`src/rtl/aes_byte_loader.sv`:
```
`default_nettype none
// ============================================================================
// Module   : aes_byte_loader
// Purpose  : Byte-stream front end for AES_top. Collects a 16-byte plaintext
//            and, optionally, a 16-byte key over a valid/ready handshake into
//            shadow registers. It then hands them to the core with a one-cycle
//            start pulse. Because the registers are shadowed, the next job can
//            load while the core is still encrypting.
// Ports    : clk, rst            - clock, synchronous active-high reset
//            in_valid/in_ready   - byte-stream handshake
//            in_data             - stream byte
//            in_key_reuse        - sampled with first PT byte: reuse last key
//            plain_text          - 128-bit plaintext to the core
//            cipher_key          - 128-bit key to the core
//            start               - one-cycle start pulse to the core
//            done                - completion pulse from the core
//            busy                - core is encrypting
//            job_count           - completed jobs, wraps modulo 2^JOB_CNT_W
//            err_spurious_done   - sticky, done seen while not busy
// Revision : 1.0 - initial release
// ============================================================================
module aes_byte_loader #(
    parameter int JOB_CNT_W = 16,
    parameter bit MSB_FIRST = 1'b1
) (
    input  logic                 clk,
    input  logic                 rst,
    input  logic                 in_valid,
    output logic                 in_ready,
    input  logic [7:0]           in_data,
    input  logic                 in_key_reuse,
    output logic [127:0]         plain_text,
    output logic [127:0]         cipher_key,
    output logic                 start,
    input  logic                 done,
    output logic                 busy,
    output logic [JOB_CNT_W-1:0] job_count,
    output logic                 err_spurious_done
);

    // Collector states
    localparam logic [1:0] S_COLLECT_PT  = 2'd0;
    localparam logic [1:0] S_COLLECT_KEY = 2'd1;
    localparam logic [1:0] S_PENDING     = 2'd2;

    localparam logic [3:0] c_LAST_BYTE   = 4'd15;

    logic [1:0]           r_state;
    logic [1:0]           w_state_nxt;
    logic                 w_in_ready;

    logic [3:0]           r_cnt;
    logic                 r_key_loaded;
    logic                 r_reuse;
    logic [127:0]         r_shadow_pt;
    logic [127:0]         r_shadow_key;
    logic [127:0]         r_plain_text;
    logic [127:0]         r_cipher_key;
    logic                 r_start;
    logic                 r_busy;
    logic [JOB_CNT_W-1:0] r_job_count;
    logic                 r_err_spurious_done;

    logic                 w_accept;
    logic                 w_last_byte;
    logic                 w_transfer;
    logic [3:0]           w_pos;
    logic [6:0]           w_bit_base;

    assign w_accept    = in_valid & w_in_ready;
    assign w_last_byte = (r_cnt == c_LAST_BYTE);
    // A pending job may only move into the core registers while the core is idle.
    assign w_transfer  = (r_state == S_PENDING) & ~r_busy;

    // Byte lane of the current byte: first byte either at the top or bottom.
    assign w_pos       = MSB_FIRST ? (c_LAST_BYTE - r_cnt) : r_cnt;
    assign w_bit_base  = {w_pos, 3'b000};

    // ------------------------------------------------------------------------
    // State register
    // ------------------------------------------------------------------------
    always_ff @(posedge clk) begin
        if (rst) begin
            r_state <= S_COLLECT_PT;
        end else begin
            r_state <= w_state_nxt;
        end
    end

    // ------------------------------------------------------------------------
    // Next-state logic
    // ------------------------------------------------------------------------
    always_comb begin
        w_state_nxt = r_state;
        case (r_state)
            S_COLLECT_PT: begin
                // r_reuse was latched on byte 0, so it is valid by byte 15.
                if (w_accept && w_last_byte) begin
                    w_state_nxt = r_reuse ? S_PENDING : S_COLLECT_KEY;
                end
            end
            S_COLLECT_KEY: begin
                if (w_accept && w_last_byte) begin
                    w_state_nxt = S_PENDING;
                end
            end
            S_PENDING: begin
                if (!r_busy) begin
                    w_state_nxt = S_COLLECT_PT;
                end
            end
            default: w_state_nxt = S_COLLECT_PT;
        endcase
    end

    // ------------------------------------------------------------------------
    // Output logic
    // ------------------------------------------------------------------------
    always_comb begin
        w_in_ready = 1'b0;
        if (!rst && (r_state == S_COLLECT_PT || r_state == S_COLLECT_KEY)) begin
            w_in_ready = 1'b1;
        end
    end

    // ------------------------------------------------------------------------
    // Datapath: shadow assembly, core hand-off and core tracking
    // ------------------------------------------------------------------------
    always_ff @(posedge clk) begin
        if (rst) begin
            r_cnt               <= 4'd0;
            r_key_loaded        <= 1'b0;
            r_reuse             <= 1'b0;
            r_shadow_pt         <= '0;
            r_shadow_key        <= '0;
            r_plain_text        <= '0;
            r_cipher_key        <= '0;
            r_start             <= 1'b0;
            r_busy              <= 1'b0;
            r_job_count         <= '0;
            r_err_spurious_done <= 1'b0;
        end else begin
            if (w_accept) begin
                // 4-bit counter wraps 15 -> 0 at the end of each block.
                r_cnt <= r_cnt + 4'd1;
                if (r_state == S_COLLECT_PT) begin
                    r_shadow_pt[w_bit_base +: 8] <= in_data;
                    if (r_cnt == 4'd0) begin
                        // A reuse request without any key loaded yet is ignored.
                        r_reuse <= in_key_reuse & r_key_loaded;
                    end
                end else begin
                    r_shadow_key[w_bit_base +: 8] <= in_data;
                    if (w_last_byte) begin
                        r_key_loaded <= 1'b1;
                    end
                end
            end

            r_start <= w_transfer;

            // The shadow key still holds the previous key on a reuse job, so
            // copying it unconditionally keeps cipher_key unchanged.
            if (w_transfer) begin
                r_plain_text <= r_shadow_pt;
                r_cipher_key <= r_shadow_key;
                r_busy       <= 1'b1;
            end else if (done && r_busy) begin
                r_busy      <= 1'b0;
                r_job_count <= r_job_count + JOB_CNT_W'(1);
            end

            if (done && !r_busy) begin
                r_err_spurious_done <= 1'b1;
            end
        end
    end

    assign in_ready          = w_in_ready;
    assign plain_text        = r_plain_text;
    assign cipher_key        = r_cipher_key;
    assign start             = r_start;
    assign busy              = r_busy;
    assign job_count         = r_job_count;
    assign err_spurious_done = r_err_spurious_done;

endmodule
`default_nettype wire

```
`config.mk`:
```
export PLATFORM = sky130hd
export DESIGN_NAME = aes_byte_loader
export DESIGN_NICKNAME = d
export VERILOG_FILES = /design/src/rtl/aes_byte_loader.sv
export SDC_FILE = /design/constraint.sdc
export NUM_CORES = 1
export LEC_CHECK = 0
export CAP_MARGIN = 20
export CORE_AREA = 2 2 247 274
export DETAILED_ROUTE_END_ITERATION = 7
export DIE_AREA = 0 0 249 276
export PLACE_DENSITY = 0.45
export SLEW_MARGIN = 40
export SYNTH_ARGS = -nofsm -noshare
export SYNTH_HDL_FRONTEND = slang
export SYNTH_SLANG_ARGS = --single-unit
```
`constraint.sdc`:
```
create_clock -name clk -period 6 [get_ports clk]
set_input_delay 1.2 -clock clk [delete_from_list [all_inputs] [get_ports clk]]
set_output_delay 1.2 -clock clk [all_outputs]
set_load 0.02 [all_outputs]
```
==> metrics, run 1 <==
first-pass GRT wire length 98300 um; Reg clk slew, reported paths 0.06 ns; drt pass-1 iters 5; Avg Vias per Cell 4.81; Synth warnings 0; Die Wd 249 um; Synth top area share 0.551; Syn Std Cell Area 0.0196 sq mm; crit-path max cell delay 0.60 ns; Hold Vio Cnt, Final 0; Syn Inst Count 2277; R2R Setup Slk 2.83 ns; Syn Nets 2294; CP arrival 2.64 ns; Hold Crit Class reg -> reg; Synth Flop Type dfxtp_1; Residual DRC 0; setup bufs post-CTS 0; R2R Path Start r_cnt[0]; crit-path cells buf_8 -> nor2_1 -> clkdlybuf4s50_1; post-route setup slack 2.16 ns; Critical-path top delay cell clkdlybuf4s50_1; CTS Buf Count 57; Power Total 7.41 mW; power per cell area 295 mW/mm^2; R2R Path End r_shadow_key[97]; share of the yosys chip area belonging to registers 0.551; final-report setup violation count 0; Die Span Y 276 um; Place WS 1.98 ns; # Max-Cap Violations 0; DR vias 16200; post-route ant nets 0; Post-CTS Resized 0; post-route setup TNS 0 ns; Row Count 99; core area 0.0658 sq mm; Setup crit start rst; synth top area cells dfxtp_1 (55%), nand2_1 (11%), mux2i_1 (9.4%); I/O Pins 289; vias in the first global route 15600; Required @ worst endpoint 4.80 ns; CTS tree built; CP Launch Type primary input; Placer Congestion 0.783; Antenna Cells 0; post-route clock period utilization 0.639; final worst path period need 3.84 ns; Layout Area Growth over Synthesis 28.1%; Port-buffer cells 288; die area 0.0687 sq mm; CTS HTree Levels 2; Crit Path Category in -> out; Yosys reg bits 539; status finished clean; CP Capture Type output pin; clk sinks 539; Unique masters post-synth 41; total grt overflow 0; syn_area_per_cell 8.60 sq um; most numerous cell in the Yosys netlist nand2_1; Critical Path Fanout Max 120; Pins Over Slew Limit 0; clk_lat worst skew 0.62 ns; cell taking the most area after synthesis dfxtp_1; Root Driver clkbuf_16; Worst VDD drop 0.199 mV; WL/cell 19.3 um; Lkg Pwr 8.70 nW; unrepaired setup endpoints after global routing false; fraction of layout cells with a size suffix above 1 0.0577; First DRT Iteration DRCs 1014; EDFF count, synth 0; Final nets 2485; Initial Util 0.298; Post-DP HPWL 42600 um; number of cells on the worst reg-to-reg path 7; Layout Skew 0.0152 ns; f_max 261 MHz; Routed WL 65200 um; Least-Margin Pin Slew 0.891 ns; relative slew slack 0.406; largest net degree at the start of global routing 121; hold_buf cts 0; gr usage total 0.185; CP endpoint in_ready; Fillers 6639; most frequent cells after synthesis nand2_1 (571), dfxtp_1 (539), a21oi_1 (338), mux2i_1 (184), nor2_1 (169); initial antenna violation count 2; clk buf depth 3; ys async rst share 0
worst min path at each step:
stage / slack, ns / startpoint / to / cells past startpoint
2_1_floorplan: 0.43 / r_shadow_key[16] / cipher_key[16] / 2
3_3_place_gp: 0.44 / r_shadow_key[0] / cipher_key[0] / 2
5_1_grt: 0.47 / cipher_key[39] / cipher_key[39] / 2
3_5_place_dp: 0.44 / r_shadow_pt[117] / plain_text[117] / 2
6_report: 0.45 / r_shadow_pt[117] / plain_text[117] / 2
4_1_cts: 0.45 / r_shadow_pt[117] / plain_text[117] / 2
stage by stage:
stage / std cells / util / instance area [sq um] / hold slack, ns
2_1_floorplan: 2277 / - / 19600 / 0.428
3_3_place_gp: 3262 / 0.350 / 23000 / 0.436
3_5_place_dp: 3266 / 0.352 / 23100 / 0.444
4_1_cts: 3370 / 0.381 / 25100 / 0.452
5_1_grt: 3371 / 0.382 / 25100 / 0.467
6_report: 3371 / 0.382 / 25100 / 0.451
placed cells by master (no fill, tap or decap), types with 10 or more instances in the layout:
cell type,count
clkbuf_16,59
o21ai_0,50
nand2_1,571
a21oi_1,337
buf_4,10
clkbuf_1,10
dfxtp_1,538
nand3_1,92
mux2i_1,184
clkinv_2,11
clkbuf_8,20
xor2_1,13
and2_1,23
clkdlybuf4s50_1,279
nor2_1,167
nand2b_1,52
state kept, by name, indices dropped and copies added (netlist names):
register and cells:
cipher_key 128, plain_text 128, r_shadow_key 128, r_shadow_pt 128
job_count 16, r_cnt 4, r_state 2, busy 1
err_spurious_done 1, r_key_loaded 1, r_reuse 1, start 1
cell type report:
| class | count | area [sq um] | share of cell area |
|---|---|---|---|
| clock buffer | 89 | 1790 | 0.0713 |
| clock inverter | 15 | 133 | 0.00528 |
| inverter | 5 | 18.8 | 0.000748 |
| multi-input combinational | 1556 | 8190 | 0.326 |
| sequential | 539 | 10800 | 0.430 |
| tap | 858 | 1070 | 0.0428 |
| timing repair buffer | 309 | 3110 | 0.124 |
report_power, final:
| group | total (mW) | internal (mW) | switching (mW) |
|---|---|---|---|
| registers | 3.59 | 3.58 | 0.00594 |
| logic | 0.238 | 0.0430 | 0.194 |
| clock network | 3.58 | 2.12 | 1.46 |
worst max-delay path: cells and delay by family:
family,cells,cell delay (ns)
buf+inv,2,1.14
simple gates,1,0.23
layer usage:
layer  wire length, um  GRT usage
met1             30700      0.259
met2             29600      0.291
met3              3290     0.0309
met4              1560     0.0519
met5                 0          0
logic make-up (layout without fill, tap and decap cells):
family | Yosys count | after routing | share of synthesized area
fa+ha+maj | 4 | 4 | 0.00255
buf+inv | 182 | 418 | 0.0354
flops | 539 | 539 | 0.551
simple gates | 956 | 956 | 0.208
xor+xnor | 17 | 17 | 0.00760
compound gates | 395 | 395 | 0.102
mux | 184 | 184 | 0.0940
Note: power is estimated with default switching activity, not from simulation.
==> run 2, diff against run 1 <==
PLACE_DENSITY = 0.47   (was 0.45)
clock period = 3.1 ns   (was 6 ns; I/O delays follow)
==> run 2 against run 1 <==
Sequential power up 94%. Via count up 1.0%. Utilization increased by 0.78 points. Largest cell class unchanged.
==> metrics, run 2 (synthesis gave the netlist of run 1 again) <==
vias in the first global route 15800; Fillers 6577; relative slew slack 0.455; WL/cell 18.9 um; final worst path period need 2.64 ns; post-route clock period utilization 0.853; clk_lat worst skew 0.62 ns; First DRT Iteration DRCs 1021; total grt overflow 0; Antenna Cells 0; # Max-Cap Violations 0; Pins Over Slew Limit 0; Reg clk slew, reported paths 0.06 ns; Worst VDD drop 0.384 mV; unrepaired setup endpoints after global routing false; Lkg Pwr 9.05 nW; CP arrival 3.18 ns; Crit Path Category reg -> reg; Avg Vias per Cell 4.77; first-pass GRT wire length 98500 um; fraction of layout cells with a size suffix above 1 0.0799; Row Count 99; Post-CTS Resized 0; post-route setup TNS 0 ns; commonest cells after routing, fill and taps aside nand2_1 (571), dfxtp_1 (539), a21oi_1 (337); CP Capture Type flop; Layout Skew 0.0215 ns; Placer Congestion 0.798; Final nets 2546; drt pass-1 iters 5; die area 0.0687 sq mm; setup bufs post-CTS 0; CTS Buf Count 58; final-report setup violation count 0; Die Wd 249 um; Hold Crit Class in -> reg; status finished clean; hold_buf cts 0; CP Launch Type flop; Die Span Y 276 um; initial antenna violation count 2; Port-buffer cells 288; Least-Margin Pin Slew 0.818 ns; CTS tree built; Initial Util 0.298; largest net degree at the start of global routing 198; Residual DRC 0; Routed WL 64900 um; worst hold margin 0.341 ns; Post-DP HPWL 43800 um; core area 0.0658 sq mm; clk buf depth 3; power per cell area 573 mW/mm^2; gr usage total 0.184; clk sinks 539; CTS HTree Levels 2; Required @ worst endpoint 3.64 ns; post-route ant nets 0; Layout Area Growth over Synthesis 30.7%; f_max 378 MHz; I/O Pins 289; Util after Layout 0.389; Critical Path Fanout Max 11; Root Driver clkbuf_16; commonest non-fill, non-tap cell in the layout nand2_1; Hold Vio Cnt, Final 0; DR vias 16400
[run 2: changes by cell type in the layout (fill, tap and decap cells not counted), sizes merged]
cell           before  now
bufinv              2    6
clkbuf             89   80
buf                30   89
clkinvlp            0    4
clkdlybuf4s50     279  280
clkinv             11   18
inv                 7    5
[run 2: per-layer routing]
layer | wire, um | track usage
met1 | 31000 | 0.258
met2 | 29400 | 0.291
met3 | 3020 | 0.0317
met4 | 1540 | 0.0511
met5 | 22 | 0
[run 2: per-stage QoR]
stage	cell area, sq um	total power [mW]	setup WS (ns)	std cells
final	25600	14.7	0.456	3435
after global routing	25600	15.2	0.299	3435
after CTS	25600	14.9	0.388	3434
after detailed placement	23600	7.61	0.0718	3326
after global placement	23600	7.60	0.102	3326
after floorplan	19600	7.34	0.641	2277
[run 2: area by class of cell]
| type | count | area [sq um] | area share |
|---|---|---|---|
| clock buffer | 80 | 1690 | 0.0658 |
| clock inverter | 28 | 323 | 0.0126 |
| inverter | 5 | 18.8 | 0.000733 |
| multi-input combinational | 1556 | 8150 | 0.318 |
| sequential | 539 | 10800 | 0.421 |
| tap | 858 | 1070 | 0.0419 |
| timing repair buffer | 369 | 3570 | 0.139 |
[run 2: report_power, final]
part           internal [mW]  leakage (nW)  switching, mW  total [mW]
combinational          0.128          3.71          0.379       0.507
sequential              6.94          4.34         0.0115        6.95
clock                   4.29         0.992           2.93        7.22
[run 2: worst paths after layout]
check             cells past startpoint              from  slack (ns)         endpoint
setup / recovery                      6          r_cnt[0]        0.46  r_shadow_key[9]
hold / removal                        2               rst        0.34     job_count[3]
setup reg to reg                      6          r_cnt[0]        0.46  r_shadow_key[9]
hold reg to reg                       2  r_shadow_pt[117]        0.44  plain_text[117]
[run 2: critical path, cell delays in order, from the launching register on]
cell and delay (ns):
dfxtp_1 0.55, inv_1 0.12, ha_1 0.41, nor2b_1 0.51, and2_1 0.51, nand2_1 0.25
mux2i_1 0.20
